[config.mk]
export PLATFORM = sky130hd
export DESIGN_NAME = spi_mem_responder
export DESIGN_NICKNAME = d
export VERILOG_FILES = /design/src/rtl/spi_resp_pkg.sv /design/src/rtl/spi_resp_sync.sv /design/src/rtl/spi_mem_responder.sv
export SDC_FILE = /design/constraint.sdc
export NUM_CORES = 1
export LEC_CHECK = 0
export CAP_MARGIN = 40
export CORE_ASPECT_RATIO = 0.6
export CORE_UTILIZATION = 45
export CTS_CLUSTER_DIAMETER = 150
export CTS_CLUSTER_SIZE = 28
export DETAILED_ROUTE_END_ITERATION = 8
export PLACE_DENSITY = 0.67
export SETUP_SLACK_MARGIN = 0.05
export SYNTH_ARGS = -nofsm -noshare
export SYNTH_HDL_FRONTEND = slang
export SYNTH_SLANG_ARGS = --single-unit
[constraint.sdc]
create_clock -name clk -period 2.4 [get_ports clk]
set_input_delay 0.48 -clock clk [delete_from_list [all_inputs] [get_ports clk]]
set_output_delay 0.48 -clock clk [all_outputs]
set_load 0.05 [all_outputs]
[src/rtl/spi_resp_pkg.sv]
// Shared types and constants for the SPI memory responder.
package spi_resp_pkg;
  typedef enum logic [2:0] {IDLE, CMD, ADDR, DATA, IGNORE} state_t;

  localparam logic [7:0] OPC_READ  = 8'h03;
  localparam logic [7:0] OPC_WRITE = 8'h02;
  localparam int         CMD_BITS  = 8;
  localparam int         ADDR_BITS = 16;
  localparam int         DATA_BITS = 16;
endpackage

[src/rtl/spi_resp_sync.sv]
// Two-flop synchronizers for the SPI pins plus edge detection on the synchronized copies.
// Left unreset so a held-low cs_n across rst produces no false falling edge.
module spi_resp_sync (
  input  logic clk,
  input  logic cs_n,
  input  logic sclk,
  input  logic mosi,
  output logic mosi_s,
  output logic sclk_rise,
  output logic sclk_fall,
  output logic cs_fall,
  output logic cs_rise
);
  logic [1:0] cs_ff;
  logic [1:0] sclk_ff;
  logic [1:0] mosi_ff;
  logic       cs_d;
  logic       sclk_d;

  always_ff @(posedge clk) begin
    cs_ff   <= {cs_ff[0], cs_n};
    sclk_ff <= {sclk_ff[0], sclk};
    mosi_ff <= {mosi_ff[0], mosi};
    cs_d    <= cs_ff[1];
    sclk_d  <= sclk_ff[1];
  end

  assign mosi_s    = mosi_ff[1];
  assign sclk_rise = sclk_ff[1] & ~sclk_d;
  assign sclk_fall = ~sclk_ff[1] & sclk_d;
  assign cs_fall   = ~cs_ff[1] & cs_d;
  assign cs_rise   = cs_ff[1] & ~cs_d;
endmodule

[src/rtl/spi_mem_responder.sv]
// SPI mode-0 responder bridging read (0x03) / write (0x02) commands to a 16-bit word store.
// Define SPI_RESP_AUTOINC_EN to keep streaming words at successive addresses.
module spi_mem_responder
  import spi_resp_pkg::*;
(
  input  logic        clk,
  input  logic        rst,
  input  logic        cs_n,
  input  logic        sclk,
  input  logic        mosi,
  output logic        miso,
  output logic [15:0] mem_addr,
  output logic        mem_rd,
  input  logic [15:0] mem_rdata,
  output logic        mem_wr,
  output logic [15:0] mem_wdata
);
  state_t                 state;
  logic [4:0]             cnt;
  logic [CMD_BITS-2:0]    cmd_sr;
  logic [ADDR_BITS-2:0]   addr_sr;
  logic [DATA_BITS-2:0]   data_sr;
  logic [DATA_BITS-1:0]   tx_sr;
  logic                   is_rd;
  logic                   ld_p1;
  logic                   mosi_s, sclk_rise, sclk_fall, cs_fall, cs_rise;
  logic [7:0]             opc;

  spi_resp_sync u_sync (
    .clk       (clk),
    .cs_n      (cs_n),
    .sclk      (sclk),
    .mosi      (mosi),
    .mosi_s    (mosi_s),
    .sclk_rise (sclk_rise),
    .sclk_fall (sclk_fall),
    .cs_fall   (cs_fall),
    .cs_rise   (cs_rise)
  );

  assign opc = {cmd_sr, mosi_s};

  always_ff @(posedge clk) begin
    if (rst) begin
      state     <= IDLE;
      cnt       <= '0;
      cmd_sr    <= '0;
      addr_sr   <= '0;
      data_sr   <= '0;
      tx_sr     <= '0;
      is_rd     <= 1'b0;
      ld_p1     <= 1'b0;
      miso      <= 1'b0;
      mem_rd    <= 1'b0;
      mem_wr    <= 1'b0;
      mem_addr  <= '0;
      mem_wdata <= '0;
    end else begin
      mem_rd <= 1'b0;
      mem_wr <= 1'b0;
      // Read data arrives the clk after the strobe; ld_p1 marks that clk.
      ld_p1  <= mem_rd;
`ifdef SPI_RESP_AUTOINC_EN
      if (mem_wr) mem_addr <= mem_addr + 16'd1;
`endif
      if (cs_rise) begin
        state <= IDLE;
        cnt   <= '0;
        miso  <= 1'b0;
      end else if (cs_fall) begin
        state <= CMD;
        cnt   <= '0;
        miso  <= 1'b0;
      end else begin
        case (state)
          IDLE: ;
          CMD: if (sclk_rise) begin
            cmd_sr <= opc[CMD_BITS-2:0];
            if (cnt == 5'(CMD_BITS - 1)) begin
              cnt <= '0;
              if (opc == OPC_READ) begin
                is_rd <= 1'b1;
                state <= ADDR;
              end else if (opc == OPC_WRITE) begin
                is_rd <= 1'b0;
                state <= ADDR;
              end else begin
                state <= IGNORE;
              end
            end else begin
              cnt <= cnt + 5'd1;
            end
          end
          ADDR: if (sclk_rise) begin
            addr_sr <= {mosi_s, addr_sr[ADDR_BITS-2:1]};
            if (cnt == 5'(ADDR_BITS - 1)) begin
              mem_addr <= {mosi_s, addr_sr};
              mem_rd   <= is_rd;
              state    <= DATA;
              cnt      <= '0;
            end else begin
              cnt <= cnt + 5'd1;
            end
          end
          DATA: if (is_rd) begin
            // Shift out on the fall, count on the rise so the last bit stays valid until sampled.
            if (sclk_fall) begin
              miso  <= tx_sr[0];
              tx_sr <= {1'b0, tx_sr[DATA_BITS-1:1]};
            end
            if (sclk_rise) begin
              if (cnt == 5'(DATA_BITS - 1)) begin
                cnt <= '0;
`ifdef SPI_RESP_AUTOINC_EN
                mem_addr <= mem_addr + 16'd1;
                mem_rd   <= 1'b1;
`else
                state <= IGNORE;
                miso  <= 1'b0;
`endif
              end else begin
                cnt <= cnt + 5'd1;
              end
            end
          end else if (sclk_rise) begin
            data_sr <= {mosi_s, data_sr[DATA_BITS-2:1]};
            if (cnt == 5'(DATA_BITS - 1)) begin
              mem_wr    <= 1'b1;
              mem_wdata <= {mosi_s, data_sr};
              cnt       <= '0;
`ifndef SPI_RESP_AUTOINC_EN
              state <= IGNORE;
`endif
            end else begin
              cnt <= cnt + 5'd1;
            end
          end
          IGNORE: miso <= 1'b0;
          default: state <= IDLE;
        endcase
      end
      if (ld_p1) tx_sr <= mem_rdata;
    end
  end
endmodule

==> impl_results.md <==
* Status: complete, no violations
* Share of cells above drive strength 1 at 10.1%
* Die Y at 77.7 µm
* HPWL after DPL at 5.77 mm
* Min-delay worst type: flop to flop
* Fmax at 493 MHz
* Fin. Hold Viols at 0
* Hold_buf cts at 0
* Layout area overhead at 22.7%
* Core area at 9220 µm²
* Main synth FF type: dfxtp_1
* Post-synth EDFFs at 0
* Top cell type's share of synthesized area at 49.3%
* Final setup TNS at 0 ns
* Number of port buffers at 55
* Post-place instance area at 4990 µm²
* Sequential area share after synthesis at 49.3%
* Cell variety after synth at 44
* Flops & latches, synth at 106
* Diodes inserted at 0
* Lkg Pwr at 1.90 nW
* DP Worst Slack at 0.433 ns
* Starting Density at 46.6%
* Critical Path Source Type: flop
* Crit path required time at 1.92 ns
* Syn nets at 501
* Placer Congestion at 0.808
* R2r startpoint: u_sync.cs_d
* Hold_sp: u_sync.sclk_ff[0]
* Initial antenna violation count at 0
* Max incr delay on CP at 0.82 ns
* Commonest cells in the netlist: dfxtp_1, nand2_1, a21oi_1
* Die width at 128 µm
* WL/cell at 13.2 µm
* Row Count at 27
* RSZ-0062 raised after global routing: false
* Maxcap violations at 0
* Largest net degree at the start of global routing at 91
* Final wirelength at 8.67 mm
* Worst setup EP type: primary output
* Share of flip-flops with an asynchronous set or reset at 0%
* Synth area leaders: dfxtp_1, nand2_1, a21oi_1
* Maximum level of the CTS H-tree at 3
* Cell taking the most area after synthesis: dfxtp_1
* Pins Over Slew Limit at 0
* # Post-CTS Setup Buffers at 0
* # IOs at 56
* Clk_lat worst skew at 0.34 ns
* DRT Pass-1 Iters at 4
* Final net count at 547
* Reg2Reg Setup Slack at 0.42 ns
* Vias in the first global route at 3138
* Clock Sinks at 106
* DR DRC count at 0
* Cell count after synthesis at 475
* Post-Syn Area at 4300 µm²
* WS Path Type: flop to primary output
* Die Area at 9960 µm²
* Syn Area/Cell at 9.05 µm²
* YS warnings at 0
* Total routing usage reported by global routing at 19.0%
* Routed met2 length at 3.65 mm
* Vias at 3378
* Pin slew with the least headroom to its limit at 0.648 ns
* Clock slew at reported path FFs at 0.06 ns
* Family with the most delay on the worst path: buffers and inverters
* Antenna-violating nets left at 0
* Setup Viol. Count Final at 0
* CTS resizes at 0
* Root Driver: clkbuf_16
* Power Dens Cells at 621 nW/µm²
* Total CTS buffers at 9
* Normalized max-slew margin at 56.7%
* Count leader, synth: dfxtp_1
* DRT met1 WL at 4.57 mm
* Core Util, Final at 57.2%
* Max Root-Sink Buffers at 2
* Post-Route Skew at 0.00754 ns
* Post-route minimum period at 2.03 ns
* Crit-path max FO at 2
* Detailed Route Iter0 Violations at 268
* Global-route wire length before repair at 15.0 mm
* Slowest stage cell, crit path: clkdlybuf4s50_1
* Fin worst setup slack at 0.371 ns
* CP bufs+invs at 1
* TritonCTS clock tree: done
* Grt ovf at 0
* Via-to-Cell Ratio at 5.16
* Met3 routed wirelength at 372 µm
* Design Area, Final at 5280 µm²
* Filler Cells Inserted at 822
* Crit path DAT at 1.55 ns
* Top sig layer: met4
* Peak VDD IR at 357 µV
* Worst path cell trace: clkdlybuf4s50_1
* Worst Setup SP: mem_wdata[15]
* Crit share post-route at 84.5%
## metrics by stage
stage          hold WS (ns)  total power [mW]  instances
5_1_grt               0.331              3.40        655
6_report              0.327              3.27        655
3_3_place_gp          0.312              1.92        640
2_1_floorplan         0.310              1.87        475
3_5_place_dp          0.312              1.92        640
4_1_cts               0.328              3.32        655
## report_power, final
group / internal [mW] / switching [mW]
Combinational: 0.0483 / 0.0548
Clock: 0.786 / 0.608
Sequential: 1.77 / 0.00983
Total: 2.60 / 0.673
## layout by cell type (no fill, tap or decap), types with 5 or more instances in the layout
master	count
a2111oi_2	15
a21oi_1	53
buf_4	11
clkbuf_16	9
clkdlybuf4s50_1	54
dfxtp_1	106
ha_1	5
inv_1	9
mux2i_1	26
nand2_1	98
nand3_1	7
nor2_1	42
nor2b_1	17
nor3_1	17
## sequential cells by signal, indices dropped and copies added (netlist names), 2 cells and up
register,flops
cnt,5
data_sr,15
tx_sr,16
addr_sr,15
mem_addr,16
cmd_sr,7
mem_wdata,16
state,3
u_sync.sclk_ff,2
u_sync.mosi_ff,2
u_sync.cs_ff,2
## final timing paths
check                       to  cells past startpoint
min          u_sync.sclk_ff[1]                      0
max              mem_wdata[15]                      1
min reg2reg  u_sync.sclk_ff[1]                      0
max reg2reg           tx_sr[2]                      7
## layer usage
metal | vias up | global-route usage (%)
li1 | 1720 | -
met1 | 1585 | 27.0
met5 | - | 0
met3 | 6 | 5.79
met4 | 0 | 5.29
met2 | 67 | 27.7
## kinds of logic after synthesis
group | count (synthesis) | synth area share [%]
adders and majority gates | 5 | 1.45
muxes | 26 | 6.05
buffers and inverters | 43 | 4.48
and+or+nand+nor | 209 | 24.0
AOI/OAI and AO/OA | 84 | 14.3
xor gates and xnor gates | 2 | 0.407
DFF | 106 | 49.3
## area by class of cell
type,count,area (µm²),share of cell area (%)
tap,130,163,3.08
multi-input combinational,326,1990,37.6
timing repair buffer,69,688,13.0
inverter,9,33.8,0.640
sequential,106,2120,40.2
clock buffer,14,274,5.19
clock inverter,1,8.76,0.166
(Power assumes the default switching activity.)
